$ cat src/rtl/slot_allocator.sv
// rtl/slot_allocator.sv - multi-port slot allocator with zero-latency grants and bitmap tracking
module slot_allocator #(
  parameter int SIZE  = 20,
  parameter int NREQ  = 2,
  parameter int NFREE = 2,
  parameter int WIDTH = $clog2(SIZE)
) (
  input  logic                   i_clk,
  input  logic                   i_rst,
  input  logic                   i_en,
  input  logic                   i_flush,
  input  logic [NREQ-1:0]        i_req,
  output logic [NREQ-1:0]        o_gnt,
  output logic [NREQ*WIDTH-1:0]  o_idx,
  input  logic [NFREE-1:0]       i_free_en,
  input  logic [NFREE*WIDTH-1:0] i_free_idx,
  output logic [WIDTH:0]         o_free_cnt,
  output logic                   o_full,
  output logic                   o_empty
);

  localparam logic [WIDTH:0] SIZE_CNT = (WIDTH+1)'(SIZE);

  logic [SIZE-1:0]  busy;
  logic [SIZE-1:0]  avail;
  logic [SIZE-1:0]  lowest;
  logic [SIZE-1:0]  take;
  logic [WIDTH-1:0] pick;

  // Each requesting port in ascending order claims the lowest slot not yet taken this cycle
  always_comb begin
    avail  = ~busy;
    take   = '0;
    lowest = '0;
    pick   = '0;
    o_gnt  = '0;
    o_idx  = '0;
    for (int k = 0; k < NREQ; k++) begin
      // Isolate the lowest set bit of the remaining free mask
      lowest = avail & (~avail + SIZE'(1));
      pick   = '0;
      for (int i = 0; i < SIZE; i++) begin
        if (lowest[i]) pick = i[WIDTH-1:0];
      end
      // A lower port that was refused leaves no free slot, so this port is refused too
      if (i_en && i_req[k] && (|avail)) begin
        o_gnt[k]                = 1'b1;
        o_idx[k*WIDTH +: WIDTH] = pick;
        take                    = take | lowest;
        avail                   = avail & ~lowest;
      end
    end
  end

  logic [SIZE-1:0]  rel;
  logic [WIDTH-1:0] fidx;

  // Release decode: out-of-range indices never match and duplicates collapse into one bit
  always_comb begin
    rel  = '0;
    fidx = '0;
    for (int j = 0; j < NFREE; j++) begin
      fidx = i_free_idx[j*WIDTH +: WIDTH];
      for (int i = 0; i < SIZE; i++) begin
        if (i_free_en[j] && (fidx == i[WIDTH-1:0])) rel[i] = 1'b1;
      end
    end
  end

  logic [SIZE-1:0] busy_nxt;
  logic [WIDTH:0]  pop;
  logic [WIDTH:0]  free_nxt;

  // Next bitmap and free count derived from it, so the counter can never drift from the bitmap
  always_comb begin
    busy_nxt = i_flush ? '0 : ((busy & ~rel) | take);
    pop      = '0;
    for (int i = 0; i < SIZE; i++) begin
      pop = pop + {{WIDTH{1'b0}}, busy_nxt[i]};
    end
    free_nxt = SIZE_CNT - pop;
  end

  // State register; reset dominates flush, grants and releases
  always_ff @(posedge i_clk) begin
    if (i_rst) begin
      busy       <= '0;
      o_free_cnt <= SIZE_CNT;
      o_full     <= 1'b0;
      o_empty    <= 1'b1;
    end else begin
      busy       <= busy_nxt;
      o_free_cnt <= free_nxt;
      o_full     <= (free_nxt == '0);
      o_empty    <= (free_nxt == SIZE_CNT);
    end
  end

endmodule

$ cat config.mk
export PLATFORM = sky130hd
export DESIGN_NAME = slot_allocator
export DESIGN_NICKNAME = d
export VERILOG_FILES = /design/src/rtl/slot_allocator.sv
export SDC_FILE = /design/constraint.sdc
export NUM_CORES = 1
export LEC_CHECK = 0
export BUFFER_PORTS_ARGS = -buffer_cell sky130_fd_sc_hd__clkbuf_2
export CORE_ASPECT_RATIO = 0.9
export CORE_MARGIN = 5
export CORE_UTILIZATION = 60
export DETAILED_ROUTE_END_ITERATION = 7
export PLACE_DENSITY_LB_ADDON = 0.05
export SYNTH_ARGS = -nofsm -noshare
export SYNTH_HDL_FRONTEND = slang
export SYNTH_SLANG_ARGS = --single-unit
$ cat constraint.sdc
create_clock -name i_clk -period 18.22 [get_ports i_clk]
set_input_delay 2.733 -clock i_clk [delete_from_list [all_inputs] [get_ports i_clk]]
set_output_delay 2.733 -clock i_clk [all_outputs]
set_load 0.02 [all_outputs]
# After elaboration in Yosys (flattened, before gate mapping)
# Index checks and enable logic that the tools add are counted.
# totals
reg_bits,28
in_bits,18
# op_classes
reduce_logical,49
n_mux,86
n_eq_ne,39
add_sub_neg,22
n_bitwise,11
# op_table
op,count
two-way mux 5 bit,37
inverter 20 bit,5
adder 6 x 1 -> 6 bit,14
AND 20 bit,4
"== test 5 x 4 -> 1 bit, second input constant",16
two-way mux 20 bit,4
logical AND 1 bit,44
two-way mux 1 bit,44
"adder 20 x 1 -> 20 bit, second input constant",2
"== test 5 x 3 -> 1 bit, second input constant",8
"== test 5 bit, second input constant",8
OR 20 bit,2
OR reduction 20 bit,2
"== test 5 x 2 -> 1 bit, second input constant",4
"== test 5 x 1 -> 1 bit, second input constant",2
zero test 5 bit,2
adder 5 x 1 -> 6 bit,1
"== test 6 x 5 -> 1 bit, second input constant",1
zero test 6 bit,1
"subtractor 5 x 6 -> 6 bit, first input constant",1
adder 4 x 1 -> 5 bit,1
adder 3 x 1 -> 4 bit,1
adder 2 x 1 -> 3 bit,1
adder 1 x 1 -> 2 bit,1
two-way mux 2 bit,1

# Longest topological paths before layout
# logic_depth
depth_word,35
ltp_mapped,31
depth_no_buf,27

# Least setup slack after synthesis
# Ideal clock, no wire load.
# synth_path
path_kind,input-to-reg
from,input port i_req[0]
to,register o_free_cnt[4]
cell_stages,24
setup_ns,0.123
n_path_buf,2
path_slack_ns,9.111
required_ns,18.097
arrival_time_ns,8.985
cell_sequence,nand2_1 > a21o_1 > buf_6 > o311a_1 > buf_6 > nor4_4 > a31oi_1 > a221o_1 > nand3b_1 > fa_1 > ha_1 > fa_1 > inv_1 > fa_1 > inv_1 > fa_1 > fa_1 > inv_1 > ha_1 > inv_1 > ha_1 > fa_1 > xor2_1 > or2_2
# synth_via
elab_chain_len,30
word_cells_on_any_way,33
cone_classes,add/sub (21); mux (4); bitwise (4); reduce/logical (4)
# synth_lines
item,line_no,rtl
start: declaration,12,"input logic [NREQ-1:0] i_req,"
logical AND 1 bit (*) (2 in series),46,if (i_en && i_req[k] && (|avail)) begin
two-way mux 20 bit,46,
inverter 20 bit,40,lowest = avail & (~avail + SIZE'(1));
adder 20 x 1 -> 20 bit,40,
AND 20 bit,40,
OR 20 bit,49,take = take | lowest;
two-way mux 20 bit (*),46,
OR 20 bit (*),76,busy_nxt = i_flush ? '0 : ((busy & ~rel) | take);
two-way mux 20 bit (*),76,
adder 1 x 1 -> 2 bit,79,"pop = pop + {{WIDTH{1'b0}}, busy_nxt[i]};"
adder 2 x 1 -> 3 bit,79,
adder 3 x 1 -> 4 bit,79,
adder 4 x 1 -> 5 bit,79,
adder 5 x 1 -> 6 bit,79,
adder 6 x 1 -> 6 bit (13 in series),79,
adder 6 x 1 -> 6 bit (*),79,
subtractor 5 x 6 -> 6 bit (*),81,free_nxt = SIZE_CNT - pop;
end signal: assignment,93,o_free_cnt <= free_nxt;
end: declaration,17,"output logic [WIDTH:0] o_free_cnt,"
# Every way passes the cells marked *; elsewhere a longest branch is shown, timed or not.
# A chain may end at the register's enable or synchronous reset.

# Worst setup path after layout
# layout_path
from,input port i_en
to,register o_full
# layout_via
elab_chain_len,31
word_cells_on_any_way,35
cone_classes,add/sub (21); mux (4); bitwise (4); reduce/logical (6)
# layout_lines
item,line_no,rtl
start: declaration,10,"input logic i_en,"
logical AND 1 bit (2 in series),46,
two-way mux 20 bit,46,
inverter 20 bit,40,
adder 20 x 1 -> 20 bit,40,
AND 20 bit,40,
OR 20 bit,49,
two-way mux 20 bit (*),46,
OR 20 bit (*),76,
[... 3 more ...],-,
adder 3 x 1 -> 4 bit,79,
adder 4 x 1 -> 5 bit,79,
adder 5 x 1 -> 6 bit,79,
adder 6 x 1 -> 6 bit (13 in series),79,
adder 6 x 1 -> 6 bit (*),79,
subtractor 5 x 6 -> 6 bit (*),81,
named net free_nxt[3],72,logic [WIDTH:0] free_nxt;
zero test 6 bit (*),94,o_full <= (free_nxt == '0);
end signal: assignment,94,
end: declaration,18,"output logic o_full,"
# The timed path passes the listed nets; every way through them passes the cells marked *.

==> results.sh <==
export IMPL_seq_area_um2=561
export IMPL_max_cap_violations=0
export IMPL_worstPathMaxFanout=9
export IMPL_ys_top_cells_by_area="dfxtp_1 (17%), ha_1 (8.2%), fa_1 (7.8%)"
export IMPL_finalSetupTns_ns=0
export IMPL_p_sw_mw=0.0507
export IMPL_layout_worst_path_cycle_share=0.518
export IMPL_grt_antenna_before_repair=0
export IMPL_grt_busiest_layer="met1"
export IMPL_crit_buf_inv=5
export IMPL_rrSetupSlack_ns=10.09
export IMPL_ys_warn_count=0
export IMPL_ys_async_sr_fraction=0
export IMPL_cts_tree="yes"
export IMPL_clock_tree_root_cell="clkbuf_8"
export IMPL_arrival_ns=9.64
export IMPL_hp_start="busy[10]"
export IMPL_yosysTopAreaCell="dfxtp_1"
export IMPL_power_internal_mw=0.113
export IMPL_synth_top_family_by_area="simple AND/OR/NAND/NOR gates"
export IMPL_tightestPinTransition_ns=0.948
export IMPL_netlist_top_cells_count="nor2_1 (42), inv_1 (36), nand2_1 (31)"
export IMPL_cp_slowest_cell="fa_1"
export IMPL_drt_iter0_drc=419
export IMPL_crit_type="in -> reg"
export IMPL_synth_top_area_frac=0.167
export IMPL_cts_sinks=28
export IMPL_worstSetupEndpointType="flip-flop"
export IMPL_grt_pass1_vias=3119
export IMPL_dieArea_um2=7180
export IMPL_port_buffers=37
export IMPL_drc=0
export IMPL_hp_class="reg -> reg"
export IMPL_finalClockSkew_ns=0.00796
export IMPL_r2r_end="o_full"
export IMPL_gr_total_overflow=0
export IMPL_synth_most_common_cell="nor2_1"
export IMPL_htree_num_levels=1
export IMPL_cts_resized=0
export IMPL_gr_usage_met3=0.0740
export IMPL_synth_edff_count=0
export IMPL_cts_buffer_depth=2
export IMPL_vdd_drop_max_uv=54.9
export IMPL_yosys_register_bits=28
export IMPL_synth_area_mux_share=0.00336
export IMPL_rsz0062_at_grt="no"
export IMPL_grt_max_degree=23
export IMPL_clock_latency_ns=0.28
export IMPL_post_cts_buffers=0
export IMPL_hold_viol=0
export IMPL_fmax_mhz=106
export IMPL_seq_power_share=0.408
export IMPL_syn_cell_area_um2=3350
export IMPL_multi_input_area_um2=2490
export IMPL_gp_congestion=0.952
export IMPL_status="finished, final reports clean"
export IMPL_power_leakage_nw=1.32
export IMPL_maxSlewViolCount=0
export IMPL_cpPeakStageDelay_ns=0.52
export IMPL_area_delta_synth_final_pct=5.56
export IMPL_dieHeight_um=80.9
export IMPL_core_area_um2=5350
export IMPL_n_fill_cell=490
export IMPL_ys_flop_type="dfxtp_1"
export IMPL_std_cell_rows=25
export IMPL_power_share_clock=0.298
export IMPL_initial_core_util=0.626
export IMPL_setup_violations=0
export IMPL_firstDrtPassIters=7
export IMPL_clkSlewWorstSetupHoldPaths_ns=0.10
export IMPL_synth_net_count=493
export IMPL_syn_inst=440
export IMPL_wl_per_cell_um=18.5
export IMPL_hold_ws_ns=0.689
export IMPL_via_per_inst=6.57
export IMPL_path_delay_family="adder cells"
export IMPL_grt_first_pass_wirelength_um=16100
export IMPL_vias=3414
export IMPL_avgSynthCellArea_um2=7.62
export IMPL_ys_seq_area_frac=0.167
export IMPL_min_period_ns=9.44
export IMPL_crit_path_frequent_cell="fa_1"
export IMPL_start_kind="input pin"
export IMPL_worstPathRequired_ns=18.42
export IMPL_drive_above_1_share=0.135
export IMPL_gr_usage_met1=0.436
export IMPL_hold_buffers=0
export IMPL_synth_compound_area_frac=0.247
export IMPL_diodes=0
export IMPL_min_path_cells=1
export IMPL_ios=38
export IMPL_ff2ff_path_depth=24
export IMPL_dieWidth_um=88.8
export IMPL_p_comb_frac=0.293
export IMPL_yosys_area_share_adder=0.169
export IMPL_cts_buffers=3
export IMPL_r2r_start="busy[0]"
export IMPL_fin_nets=507
export IMPL_track_usage=0.287
export IMPL_powerDensity_nw_per_um2=46.3
export IMPL_crit_cells=25
export IMPL_use_met2=0.407
export IMPL_p_sw_frac=0.310
export IMPL_holdPathEnd="busy[10]"
export IMPL_hpwl_um=7910
export IMPL_postRouteAntennaNets=0
export IMPL_totalWireLength_um=9640
export IMPL_ys_types=74
export IMPL_synth_simple_area_share=0.306
export IMPL_slew_headroom=0.365
export IMPL_synth_xor_area_frac=0.0183
## cell families after synthesis
group | Yosys count
xor+xnor | 7
compound gates | 115
buf+inv | 66
flops | 28
fa+ha+maj | 38
mux | 1
simple gates | 185
## power groups by stage
stage                     Clock [mW]  Sequential, mW  Combinational (mW)
after floorplan                    0          0.0729              0.0277
after global placement             0          0.0683              0.0465
after detailed placement           0          0.0683              0.0475
after CTS                     0.0497          0.0669              0.0478
after global routing          0.0523          0.0674              0.0540
final                         0.0488          0.0669              0.0480
## worst max path at each step
stage	from	endpoint	slack, ns
after floorplan	i_req[0]	o_free_cnt[4]	9.11
after CTS	i_en	o_full	8.84
after global routing	i_en	o_full	8.40
after detailed placement	i_en	o_full	8.59
after global placement	i_en	o_free_cnt[4]	8.79
final	i_en	o_full	8.78
## final cells by class
cell class                      count  share of cell area
Clock inverter                      1             0.00849
Multi-Input combinational cell    346               0.704
Timing Repair Buffer               38              0.0545
Sequential cell                    28               0.158
Clock buffer                        3              0.0117
Inverter                           37              0.0393
Tap cell                           67              0.0237
## routing by layer
metal | routed length (µm) | vias to the layer above
met2 | 4030 | 171
met5 | 0 | -
met3 | 999 | 12
met1 | 4500 | 1591
li1 | - | 1640
met4 | 116 | 0
## sequential cells by signal, indices dropped and copies added (netlist names)
signal	count
busy	20
o_full	1
o_empty	1
o_free_cnt	6
## worst register-to-register path: stages (launching register included)
cell,delay (ns)
dfxtp_1,0.66
nand4_1,0.57
nor3_1,0.44
a21o_1,0.33
o311a_1,0.47
nor4_4,0.13
a31oi_1,0.71
a21oi_1,0.17
or2_2,0.34
fa_1,0.49
ha_1,0.23
fa_1,0.50
inv_1,0.05
fa_1,0.52
inv_1,0.05
fa_1,0.44
fa_1,0.51
inv_1,0.04
ha_1,0.26
inv_1,0.04
ha_1,0.21
fa_1,0.47
nor3_1,0.21
nand2_1,0.08
nor3_1,0.13
## through the flow
stage               power (mW)  worst slack (ns)   util  instance area, µm²  instances
floorplan                0.101              9.11      -                3350        440
global placement         0.115              8.79  0.648                3470        516
detailed placement       0.116              8.59  0.648                3470        516
finish                   0.164              8.78  0.661                3540        520
CTS                      0.164              8.84  0.661                3540        520
global route             0.174              8.40  0.661                3540        520
## placed cells by master (no fill, tap or decap), types with 5 or more instances in the layout
| cell | Yosys | final |
|---|---|---|
| o22ai_1 | 6 | 6 |
| nand3_1 | 18 | 18 |
| and2_1 | 9 | 9 |
| inv_1 | 36 | 36 |
| nand2_1 | 31 | 31 |
| nand4_1 | 10 | 10 |
| a21oi_1 | 17 | 17 |
| nor2_1 | 42 | 42 |
| clkbuf_2 | 0 | 37 |
| nand2b_1 | 8 | 8 |
| o21ai_0 | 18 | 18 |
| o2111ai_1 | 6 | 6 |
| fa_1 | 13 | 13 |
| o211ai_1 | 8 | 8 |
| a31oi_1 | 8 | 8 |
| ha_1 | 22 | 22 |
| o31ai_1 | 5 | 5 |
| and3_1 | 6 | 6 |
| dfxtp_1 | 28 | 28 |
| xnor2_1 | 5 | 5 |
| nor2b_1 | 7 | 7 |
| or2_1 | 6 | 6 |
| nor3_1 | 18 | 18 |
Power figures use the tool's default switching activity.
